==> src/rtl/seven_segment_mux_driver.sv <==
// N-digit multiplexed common-anode seven-segment driver with sequential
// double-dabble conversion. Optional macro: SEVEN_SEG_LZB_EN (leading-zero blanking).
module seven_segment_mux_driver #(
   parameter int DIGITS         = 4,
   parameter int VALUE_W        = 14,
   parameter int REFRESH_CYCLES = 100000,
   parameter int BLANK_CYCLES   = 1000
) (
   input  logic                CLOCK,
   input  logic                RESET,
   input  logic [VALUE_W-1:0]  number,
   input  logic                load,
   input  logic [DIGITS-1:0]   dp_mask,
   output logic                busy,
   output logic                overflow,
   output logic [DIGITS-1:0]   an,
   output logic [6:0]          seg,
   output logic                dp
);

   localparam int BW = 4 * DIGITS;
   localparam int CW = (REFRESH_CYCLES > 1) ? $clog2(REFRESH_CYCLES) : 1;
   localparam int SW = (DIGITS > 1) ? $clog2(DIGITS) : 1;
   localparam int KW = $clog2(VALUE_W + 1);
   localparam longint unsigned MAXV = 64'(10 ** DIGITS) - 64'd1;
   localparam logic [6:0] SEG_OFF  = 7'b1111111;
   localparam logic [6:0] SEG_DASH = 7'b0111111;

   typedef enum logic [1:0] {
      S_IDLE,
      S_SHIFT,
      S_DONE
   } state_t;

   state_t              r_state;
   state_t              w_next;
   logic [VALUE_W-1:0]  r_bin;
   logic [BW-1:0]       r_bcd;
   logic [BW-1:0]       w_bcd_adj;
   logic [KW-1:0]       r_cnt;
   logic [DIGITS-1:0]   r_dp_l;
   logic                r_ovf_l;
   logic [BW-1:0]       r_disp;
   logic [DIGITS-1:0]   r_dpm;
   logic                r_ovf;
   logic [CW-1:0]       r_ref;
   logic [SW-1:0]       r_slot;
   logic [DIGITS-1:0]   r_an;
   logic [6:0]          r_seg;
   logic                r_dp;
   logic [3:0]          w_dig;
   logic                w_dpsel;
   logic                w_blank;
   logic                w_accept;

   function automatic logic [6:0] f_seg(input logic [3:0] d);
      case (d)
         4'd0:    f_seg = 7'b1000000;
         4'd1:    f_seg = 7'b1111001;
         4'd2:    f_seg = 7'b0100100;
         4'd3:    f_seg = 7'b0110000;
         4'd4:    f_seg = 7'b0011001;
         4'd5:    f_seg = 7'b0010010;
         4'd6:    f_seg = 7'b0000010;
         4'd7:    f_seg = 7'b1111000;
         4'd8:    f_seg = 7'b0000000;
         4'd9:    f_seg = 7'b0010000;
         default: f_seg = SEG_OFF;
      endcase
   endfunction

   assign w_accept = load && (r_state == S_IDLE);
   assign busy     = (r_state != S_IDLE);
   assign overflow = r_ovf;
   assign an       = r_an;
   assign seg      = r_seg;
   assign dp       = r_dp;

   // Converter state register
   always_ff @(posedge CLOCK) begin
      if (RESET) r_state <= S_IDLE;
      else       r_state <= w_next;
   end

   // Converter next-state: IDLE -> SHIFT (VALUE_W cycles) -> DONE -> IDLE
   always_comb begin
      w_next = r_state;
      case (r_state)
         S_IDLE:  if (w_accept) w_next = S_SHIFT;
         S_SHIFT: if (r_cnt == KW'(VALUE_W - 1)) w_next = S_DONE;
         S_DONE:  w_next = S_IDLE;
         default: w_next = S_IDLE;
      endcase
   end

   // Double-dabble: add 3 to every BCD nibble that is 5 or more
   always_comb begin
      w_bcd_adj = r_bcd;
      for (int i = 0; i < DIGITS; i++) begin
         if (r_bcd[4*i +: 4] >= 4'd5)
            w_bcd_adj[4*i +: 4] = r_bcd[4*i +: 4] + 4'd3;
      end
   end

   // Conversion datapath; display registers load atomically in DONE only
   always_ff @(posedge CLOCK) begin
      if (RESET) begin
         r_bin   <= '0;
         r_bcd   <= '0;
         r_cnt   <= '0;
         r_dp_l  <= '0;
         r_ovf_l <= 1'b0;
         r_disp  <= '0;
         r_dpm   <= '0;
         r_ovf   <= 1'b0;
      end else begin
         case (r_state)
            S_IDLE: begin
               if (w_accept) begin
                  r_bin   <= number;
                  r_dp_l  <= dp_mask;
                  r_ovf_l <= (64'(number) > MAXV);
                  r_bcd   <= '0;
                  r_cnt   <= '0;
               end
            end
            S_SHIFT: begin
               r_bcd <= {w_bcd_adj[BW-2:0], r_bin[VALUE_W-1]};
               r_bin <= r_bin << 1;
               r_cnt <= r_cnt + 1'b1;
            end
            S_DONE: begin
               r_disp <= r_bcd;
               r_dpm  <= r_dp_l;
               r_ovf  <= r_ovf_l;
            end
            default: ;
         endcase
      end
   end

   // Refresh counter and slot index, scanning MSD down to LSD
   always_ff @(posedge CLOCK) begin
      if (RESET) begin
         r_ref  <= '0;
         r_slot <= SW'(DIGITS - 1);
      end else if (r_ref == CW'(REFRESH_CYCLES - 1)) begin
         r_ref  <= '0;
         r_slot <= (r_slot == '0) ? SW'(DIGITS - 1) : r_slot - 1'b1;
      end else begin
         r_ref <= r_ref + 1'b1;
      end
   end

   // Select the digit, decimal point and blanking state of the active slot
   always_comb begin
      w_dig   = '0;
      w_dpsel = 1'b0;
      w_blank = 1'b0;
`ifdef SEVEN_SEG_LZB_EN
      begin
         logic              v_lz;
         logic [DIGITS-1:0] v_lzv;
         v_lz  = 1'b1;
         v_lzv = '0;
         for (int i = DIGITS - 1; i >= 0; i--) begin
            v_lz     = v_lz && (r_disp[4*i +: 4] == 4'd0);
            v_lzv[i] = v_lz;
         end
         for (int i = 0; i < DIGITS; i++) begin
            if (r_slot == SW'(i))
               w_blank = (i != 0) && v_lzv[i] && !r_ovf;
         end
      end
`else
      w_blank = 1'b0;
`endif
      for (int i = 0; i < DIGITS; i++) begin
         if (r_slot == SW'(i)) begin
            w_dig   = r_disp[4*i +: 4];
            w_dpsel = r_dpm[i];
         end
      end
   end

   // Registered pin outputs with an all-off window at the start of each slot
   always_ff @(posedge CLOCK) begin
      if (RESET) begin
         r_an  <= '1;
         r_seg <= SEG_OFF;
         r_dp  <= 1'b1;
      end else if (r_ref < CW'(BLANK_CYCLES)) begin
         r_an  <= '1;
         r_seg <= SEG_OFF;
         r_dp  <= 1'b1;
      end else begin
         r_an  <= ~(DIGITS'(1) << r_slot);
         r_seg <= r_ovf ? SEG_DASH : (w_blank ? SEG_OFF : f_seg(w_dig));
         r_dp  <= ~w_dpsel;
      end
   end

endmodule

==> config.mk <==
export PLATFORM = sky130hd
export DESIGN_NAME = seven_segment_mux_driver
export DESIGN_NICKNAME = d
export VERILOG_FILES = /design/src/rtl/seven_segment_mux_driver.sv
export SDC_FILE = /design/constraint.sdc
export NUM_CORES = 1
export LEC_CHECK = 0
export CELL_PAD_IN_SITES_DETAIL_PLACEMENT = 0
export CELL_PAD_IN_SITES_GLOBAL_PLACEMENT = 1
export CORE_ASPECT_RATIO = 0.7
export CORE_UTILIZATION = 39
export CTS_CLUSTER_DIAMETER = 200
export DETAILED_ROUTE_END_ITERATION = 10
export PLACE_DENSITY_LB_ADDON = 0.3
export SLEW_MARGIN = 5
export SYNTH_ARGS = -nofsm -noshare
export SYNTH_HDL_FRONTEND = slang
export SYNTH_SLANG_ARGS = --single-unit
==> constraint.sdc <==
create_clock -name CLOCK -period 2.25 [get_ports CLOCK]
set_input_delay 0.225 -clock CLOCK [delete_from_list [all_inputs] [get_ports CLOCK]]
set_output_delay 0.225 -clock CLOCK [all_outputs]
set_load 0.02 [all_outputs]
# Word-level counts from Yosys, hierarchy flattened
# Memories as Yosys holds them, arrays and structs flattened.
# Index checks and enable logic that the tools add are counted.
[word_totals] regBits=93 latchBits=0 ram_bits=0 rom_bits=112 input_bits=21 n_memories=1
[op_classes] addsub=7 n_mul=0 div_mod_pow=0 magnitude_cmp=6 n_eq_ne=9 n_shift=1 n_mux=23 bitwise_logic=2 n_reduce_logical=11
[memory_table] name="(no name shown)" words=16 width=7 rd=1 rd_ports_with_merged_regs=0 wr=0 line_no="57" source="case (d)"
[op_table] cell="4-bit 2-to-1 mux" count=8
[op_table] cell="16-bit one-hot mux with 2 select lines" count=1
[op_table] cell="14-bit one-hot mux with 2 select lines" count=1
[op_table] cell="17-bit by 1-bit adder with 17-bit output (second input constant)" count=1
[op_table] cell="17-bit == test (second input constant)" count=1
[op_table] cell="17-bit by 10-bit < comparator with 1-bit output (second input constant)" count=1
[op_table] cell="4-bit by 3-bit greater-or-equal comparator with 1-bit output (second input constant)" count=4
[op_table] cell="16-bit 2-to-1 mux" count=1
[op_table] cell="14-bit greater-than comparator (second input constant)" count=1
[op_table] cell="14-bit 2-to-1 mux" count=1
[op_table] cell="4-bit by 2-bit adder with 4-bit output (second input constant)" count=3
[op_table] cell="4-bit one-hot mux with 2 select lines" count=1
[op_table] cell="7-bit 2-to-1 mux" count=1
[op_table] cell="2-bit == test (second input constant)" count=3
[op_table] cell="2-bit 2-to-1 mux" count=3
[op_table] cell="2-bit AND reduction" count=3
[op_table] cell="4-bit by 1-bit adder with 4-bit output (second input constant)" count=1
[op_table] cell="2-bit by 1-bit == test with 1-bit output (second input constant)" count=2
[op_table] cell="4-bit == test (second input constant)" count=1
[op_table] cell="2-bit logical NOT" count=2
[op_table] cell="1-bit 2-to-1 mux" count=4
[op_table] cell="2-bit inequality test (second input constant)" count=2
[op_table] cell="4-bit NOT" count=1
[op_table] cell="2-bit one-hot mux with 2 select lines" count=1
[op_table] cell="other kinds (9)" count=11

# Depth between registers and ports, before layout
# Gate-level depths: netlist (run 1).
# An unclocked memory read counts as a cell.
[depth] depth_word=7 ltp_mapped=11 depth_no_buf=10

# Least setup slack after synthesis (run 1)
# Ideal clock, no wire load.
[synth_path] path_kind="register -> register" startpoint="register r_slot[0]" endpoint="register r_seg[5] (netlist: seg[5])" arrival_ns=2.098 setup_slack_ns=0.027 path_stages_with_launch=10 path_buffers=2 path_cell_list="dfxtp_1 -> ha_1 -> buf_2 -> buf_2 -> o311ai_0 -> inv_1 -> ha_1 -> nand2b_1 -> a21oi_1 -> o21ai_0"
[synth_via] elab_chain_cells=6
[synth_rtl] item="start, declared" line_no="47" source="logic [SW-1:0] r_slot;"
[synth_rtl] item="start signal, assigned" line_no="146" source="r_slot <= SW'(DIGITS - 1);"
[synth_rtl] item="start signal, assigned" line_no="149" source="r_slot <= (r_slot == '0) ? SW'(DIGITS - 1) : r_slot - 1'b1;"
[synth_rtl] item="2-bit logical NOT" line_no="179" source="if (r_slot == SW'(i)) begin"
[synth_rtl] item="4-bit 2-to-1 mux (3 in series)" line_no="179"
[synth_rtl] item="4-bit 2-to-1 mux (*)" line_no="179"
[synth_rtl] item="memory read 16 x 7 bit (*)"
[synth_rtl] item="end signal, assigned" line_no="198" source="r_seg <= r_ovf ? SEG_DASH : (w_blank ? SEG_OFF : f_seg(w_dig));"
[synth_rtl] item="end, declared" line_no="49" source="logic [6:0] r_seg;"
# Every way passes the cells marked *; elsewhere a longest branch is shown, timed or not.
# A chain may end at the register's enable or synchronous reset.

# Final worst setup path (run 1)
[layout_path] startpoint="register r_slot[1]" endpoint="register r_seg[0] (netlist: seg[0])"
# The elaborated chain is that of the path after synthesis.

==> results of run 1 <==
per-stage QoR:
stage	utilization	total power, mW	cell area, um2
after floorplan	-	1.895	4340
after global placement	0.4625	2.003	4897
after detailed placement	0.4625	2.006	4897
after CTS	0.4906	3.480	5195
after global routing	0.4912	3.573	5201
final	0.4912	3.425	5201
how the worst max path moves through the flow:
stage | end | slack [ns] | cells past startpoint
final | seg[0] | 0.13 | 8
after global routing | seg[5] | -0.01 | 11
after detailed placement | seg[5] | -0.28 | 9
after CTS | seg[5] | 0.03 | 11
after floorplan | seg[5] | 0.03 | 9
after global placement | seg[5] | 0.01 | 9
sequential cells by signal (all words and copies together), names as in the netlist, 2 cells and up:
signal   flops
r_bin       14
r_dpm        4
r_slot       2
r_dp_l       4
r_state      2
r_ref       17
r_disp      16
an           4
r_bcd       16
seg          7
r_cnt        4
cell families (layout without fill, tap and decap cells):
logic type               Yosys count  after routing  synth area share
AO/OA/AOI/OAI                    120            120            0.1822
adder cells (fa/ha/maj)           20             20           0.05765
multiplexers                       3              3          0.007207
flip-flops                        93             93            0.4289
XOR/XNOR                          23             23           0.04641
buffers and inverters             60            101           0.05419
AND/OR/NAND/NOR                  215            215            0.2234
cell usage after synthesis (all sizes together) (2+ instances only):
cell type and count:
dfxtp 93, nand2 82, nor2 65, a21oi 60
inv 31, clkbuf 20, ha 20, nand3 16
o21ai 15, nor3 13, xnor2 12, xor2 11
a22oi 9, buf 9, nand2b 8, nor2b 6
o221a 6, a211oi 4, and2 4, nand3b 4
nand4 4, nor3b 4, a2111oi 3, a21o 3
a221oi 3, a22o 2, a32oi 2, and3 2
mux2i 2, nor4 2, o211ai 2, o21bai 2
o311ai 2, o31ai 2, or2 2
power by group:
part           leakage [nW]  internal (mW)  switching, mW
Clock                 0.135          0.767          0.689
Sequential            0.754           1.69         0.0331
Combinational          1.03          0.111          0.138
layer usage:
metal	vias to the layer above	GRT usage
met5	-	0
met3	10	0.04147
met1	1669	0.2721
met4	0	0.05588
li1	1878	-
met2	60	0.2536
critical path: cells and delay by family, from the launching register on:
family | cells | cell delay, ns
buffers and inverters | 2 | 0.25
and+or+nand+nor | 3 | 0.72
DFF | 1 | 0.35
adders and majority gates | 1 | 0.24
AOI/OAI and AO/OA | 2 | 0.41
cell usage in the layout, fill, tap and decap left out, drive strengths merged, types with 3 or more instances in the layout:
| cell | n |
|---|---|
| inv | 35 |
| nand4 | 4 |
| nand2b | 8 |
| clkdlybuf4s50 | 33 |
| nand3 | 16 |
| dfxtp | 93 |
| a211oi | 4 |
| xnor2 | 12 |
| nor2b | 6 |
| o221a | 6 |
| nand3b | 4 |
| a21oi | 60 |
| nor3b | 4 |
| nand2 | 82 |
| a2111oi | 3 |
| clkbuf | 9 |
| xor2 | 11 |
| a22oi | 9 |
| o21ai | 15 |
| nor3 | 13 |
| a21o | 3 |
| buf | 21 |
| ha | 20 |
| a221oi | 3 |
| and2 | 4 |
| nor2 | 65 |
what timing repair did:
item                                    CTS  global route
resized for setup                         2             3
endpoints found under the setup margin    7             6
cloned                                    0             0
setup buffers                             1             0
pin swaps                                 1             0
final cells by class:
class | instances | area (um2) | share of cell area
timing repair buffer | 54 | 498.0 | 0.09574
tap | 148 | 185.2 | 0.03560
clock buffer | 9 | 225.2 | 0.04330
clock inverter | 7 | 57.56 | 0.01107
sequential | 93 | 1863 | 0.3582
multi-input combinational | 381 | 2256 | 0.4337
inverter | 31 | 116.4 | 0.02237
==> impl_metrics.toml, run 1 <==
[run_status]
outcome = "finished, final reports clean"

[setup_path]
slowest_stage = "or4_4"
slowest_delay_ns = 0.44
critPathLaunch = "r_slot[1]"
crit_type = "reg -> reg"
end_kind = "flip-flop"
r2r_end = "seg[0]"
worstPathCellList = "inv_1 > ha_1 > buf_4 > nand3b_1 > a221o_1 > or4_4 > nor2_1 > a21oi_1"
crit_fanout = 7
worst_setup_path_start_kind = "flip-flop"
crit_required_ns = 2.47
r2r_cells = 8
rr_startpoint = "r_slot[1]"
r2r_slack_ns = 0.13
worstPathArrival_ns = 2.33

[min_path]
hold_depth = 4
hold_path.class = "in -> reg"
hp-start = "RESET"
min_to = "seg[5]"

[sta]
finalSetupTns_ns = 0
slew_headroom = 0.5324
max_freq_mhz = 472.7
period_share = 0.9403
worstMarginPinSlew_ns = 0.7000
final-setup-viol-count = 0
period_minus_slack_ns = 2.116
hold_ws_ns = 0.2863
clock_skew_ns = 0.005696
rsz0062_at_grt = "yes"
finalWorstSetupSlack_ns = 0.1343
slew_viol_final = 0
hold_viol = 0

[finish]
fillers = 1066
final_layout_size_suffix_gt1_frac = 0.09739
antenna_cells = 0
fin_cells = 723
areaGrowthSynthToFinish_pct = 19.83
nets = 611

[logic_synthesis]
syn_inst = 534
synth_top_area_frac = 0.4289
synth_top_flop_cell = "dfxtp_1"
ys_types = 52
ys_seq_elements = 93
synth_edf_count = 0
synth_top_area_cell = "dfxtp_1"
yosysWarnings = 0
synth_nets = 575
syn_area_per_cell_um2 = 8.128
async_flop_share = 0
yosys-top-cells-area = "dfxtp_1, nand2_1, a21oi_1, ha_1, nor2_1"
seq_area_frac_synth = 0.4289
syn-cell-area_um2 = 4340

[detailed_routing]
met3_length_um = 383
antenna_left = 0
avgRoutedWirePerCell_um = 13.44
drc = 0
dr_wl_met2_um = 3860
wl_met1_um = 5369
top_layer = "met4"
drt_iter0_drc = 166
routed_wl_um = 9719
drt_first_pass_iters = 4
routed-via-count = 3617
viasPerCell = 5.003

[die]
io_pins = 35
die_h_um = 90.27
die_w_um = 128.1
core_um2 = 10590
dieArea_um2 = 11560
initial_core_util = 0.4099
rows = 31

[power_and_ir_drop]
max-vdd-ir-drop_mv = 0.3630
power_leakage_nw = 1.924
p_per_area_nw_per_um2 = 658.5

[clock_tree]
cts_buffer_depth = 2
postCtsHoldBufs = 0
clk_pin_slew_ns = 0.07
cts_tree = "done"
root_buffer = "clkbuf_16"
htree_levels = 3
cts_buffers = 9
cts_num_sinks = 93
worstSkewPairLatency_ns = 0.34

[placed_design]
io_buffers = 34
dpl.cell_count = 706
dpl.hpwl_um = 6998
place.gp.congestion = 0.8197
pre_cts_ws_ns = -0.2768

[global_route]
grt_start_max_net_pins = 65
antenna_found_initial = 0
grtUsageTotal = 0.1815
grt_pass1_vias = 3398
grt_pass1_wl_um = 16640
grt_overflow = 0

[job]
max-cap-violations = 0
Power figures use the tool's default switching activity.
==> run 2: changes to the inputs <==
- CORE_UTILIZATION: 39 -> 43
- clock period: 2.25 -> 2.1 ns (I/O delays scaled with it)
==> impl_metrics.toml, run 2 (synthesis gave the netlist of run 1 again) <==
[run_status]
outcome = "finished, final reports clean"

[power_and_ir_drop]
p_per_area_nw_per_um2 = 735.0
power_leakage_nw = 1.931
max-vdd-ir-drop_mv = 0.4040

[global_route]
grtUsageTotal = 0.1971
antenna_found_initial = 0
grt_pass1_wl_um = 16190
grt_overflow = 0
grt_start_max_net_pins = 65
grt_pass1_vias = 3361

[setup_path]
crit_required_ns = 2.31
r2r_slack_ns = 0.11
worstPathCellList = "inv_1 > ha_2 > a211oi_1 > a221oi_4 > or4_4 > nor2_1 > a21oi_1"
slowest_delay_ns = 0.51
critical-path-top-delay-family = "simple AND/OR/NAND/NOR gates"
worst_setup_path_start_kind = "flip-flop"
worstPathArrival_ns = 2.20
slowest_stage = "or4_4"
rr_startpoint = "r_slot[1]"
crit_type = "reg -> reg"
crit_buf_inv = 1
crit_fanout = 9
r2r_end = "seg[3]"
end_kind = "flip-flop"
r2r_cells = 7

[sta]
max_freq_mhz = 502.3
slew_viol_final = 0
hold_ws_ns = 0.2741
slew_headroom = 0.4687
period_share = 0.9479
final-setup-viol-count = 0
period_minus_slack_ns = 1.991
worstMarginPinSlew_ns = 0.7969
hold_viol = 0
clock_skew_ns = 0.004978

[finish]
top_register = "r_ref"
final_layout_size_suffix_gt1_frac = 0.09756
fillers = 927
final_cell_mix = "dfxtp_1, nand2_1, nor2_1"
final_core_util = 0.5331
nets = 611
antenna_cells = 0
largest_reg_flops = 17
reg_top3 = "r_ref x17, r_bcd x16, r_disp x16"
areaGrowthSynthToFinish_pct = 19.86
final_common_cell = "dfxtp_1"

[clock_tree]
cts_setup_buffers = 0
htree_levels = 3
worstSkewPairLatency_ns = 0.34
cts_buffers = 9
cts_buffer_depth = 2
cts_num_sinks = 93
cts_tree = "done"
clk_pin_slew_ns = 0.06
root_buffer = "clkbuf_16"

[detailed_routing]
drc = 0
drt_first_pass_iters = 4
drt_iter0_drc = 213
antenna_left = 0
avgRoutedWirePerCell_um = 13.75
routed-via-count = 3672
routed_wl_um = 9650
viasPerCell = 5.231

[die]
die_w_um = 122.1
rows = 30
dieArea_um2 = 10510
die_h_um = 86.06
core_um2 = 9759
initial_core_util = 0.4447
io_pins = 35

[placed_design]
dpl.hpwl_um = 6983
io_buffers = 34
place.gp.congestion = 0.8225

[job]
max-cap-violations = 0

[min_path]
hold_depth = 4
min_to = "seg[1]"
hp-start = "RESET"
hold_path.class = "in -> reg"
[run 2: changes by cell type in the layout (fill, tap and decap cells not counted), moves of 2 or more]
cell / change
ha_1: -3
bufinv_16: +2
ha_2: +3
inv_6: -3
[run 2: report_power, final]
part | internal (mW) | total (mW) | leakage (nW) | switching (mW)
Combinational | 0.117 | 0.264 | 1.03 | 0.146
Sequential | 1.81 | 1.85 | 0.754 | 0.0360
Clock | 1.04 | 1.72 | 0.147 | 0.680
Total | 2.96 | 3.82 | 1.93 | 0.862
[run 2: routing by layer]
| metal | global-route usage | share of wire |
|---|---|---|
| met5 | 0 | 0 |
| met4 | 0.05987 | 0.011 |
| met2 | 0.2820 | 0.40 |
| met1 | 0.2900 | 0.53 |
| met3 | 0.04588 | 0.051 |
[run 2: worst max path at each step]
stage	start	endpoint	slack [ns]	depth (start not counted)
CTS	r_slot[0]	seg[3]	0.007	7
detailed placement	r_slot[0]	seg[4]	0.02	7
floorplan	r_slot[1]	seg[4]	0.005	9
global route	r_slot[1]	seg[5]	-0.003	10
finish	r_slot[1]	seg[3]	0.11	7
global placement	r_slot[0]	seg[4]	0.1	7
[run 2: what timing repair did]
item                                    4_1_cts  5_1_grt
hold endpoints to repair                      0        0
resized for setup                             0        4
endpoints found under the setup margin        0        6
hold buffers                                  0        0
[run 2: cell type report]
cell class                      count  area [um2]  share of cell area
Inverter                           31       116.4             0.02237
Clock inverter                      6       88.84             0.01708
Timing Repair Buffer               54       498.0             0.09572
Clock buffer                        9       225.2             0.04329
Sequential cell                    93        1863              0.3581
Multi-Input combinational cell    381        2251              0.4327
Tap cell                          128       160.2             0.03078
[run 2: metrics by stage]
stage | std cells | TNS (ns) | area (um2) | worst slack [ns] | total power, mW
final | 702 | 0 | 5202 | 0.1093 | 3.824
after global routing | 702 | -0.002919 | 5202 | -0.002919 | 3.963
after CTS | 702 | 0 | 5194 | 0.007065 | 3.872
after detailed placement | 687 | 0 | 4880 | 0.01638 | 2.148
after global placement | 687 | 0 | 4880 | 0.09829 | 2.144
after floorplan | 534 | 0 | 4340 | 0.004510 | 2.031
[run 2: worst register-to-register path, delay by kind of cell (launching register included)]
kind / cells / cell delay, ns
AOI/OAI and AO/OA: 3 / 0.57
DFF: 1 / 0.36
buffers and inverters: 1 / 0.09
and+or+nand+nor: 2 / 0.61
adders and majority gates: 1 / 0.23
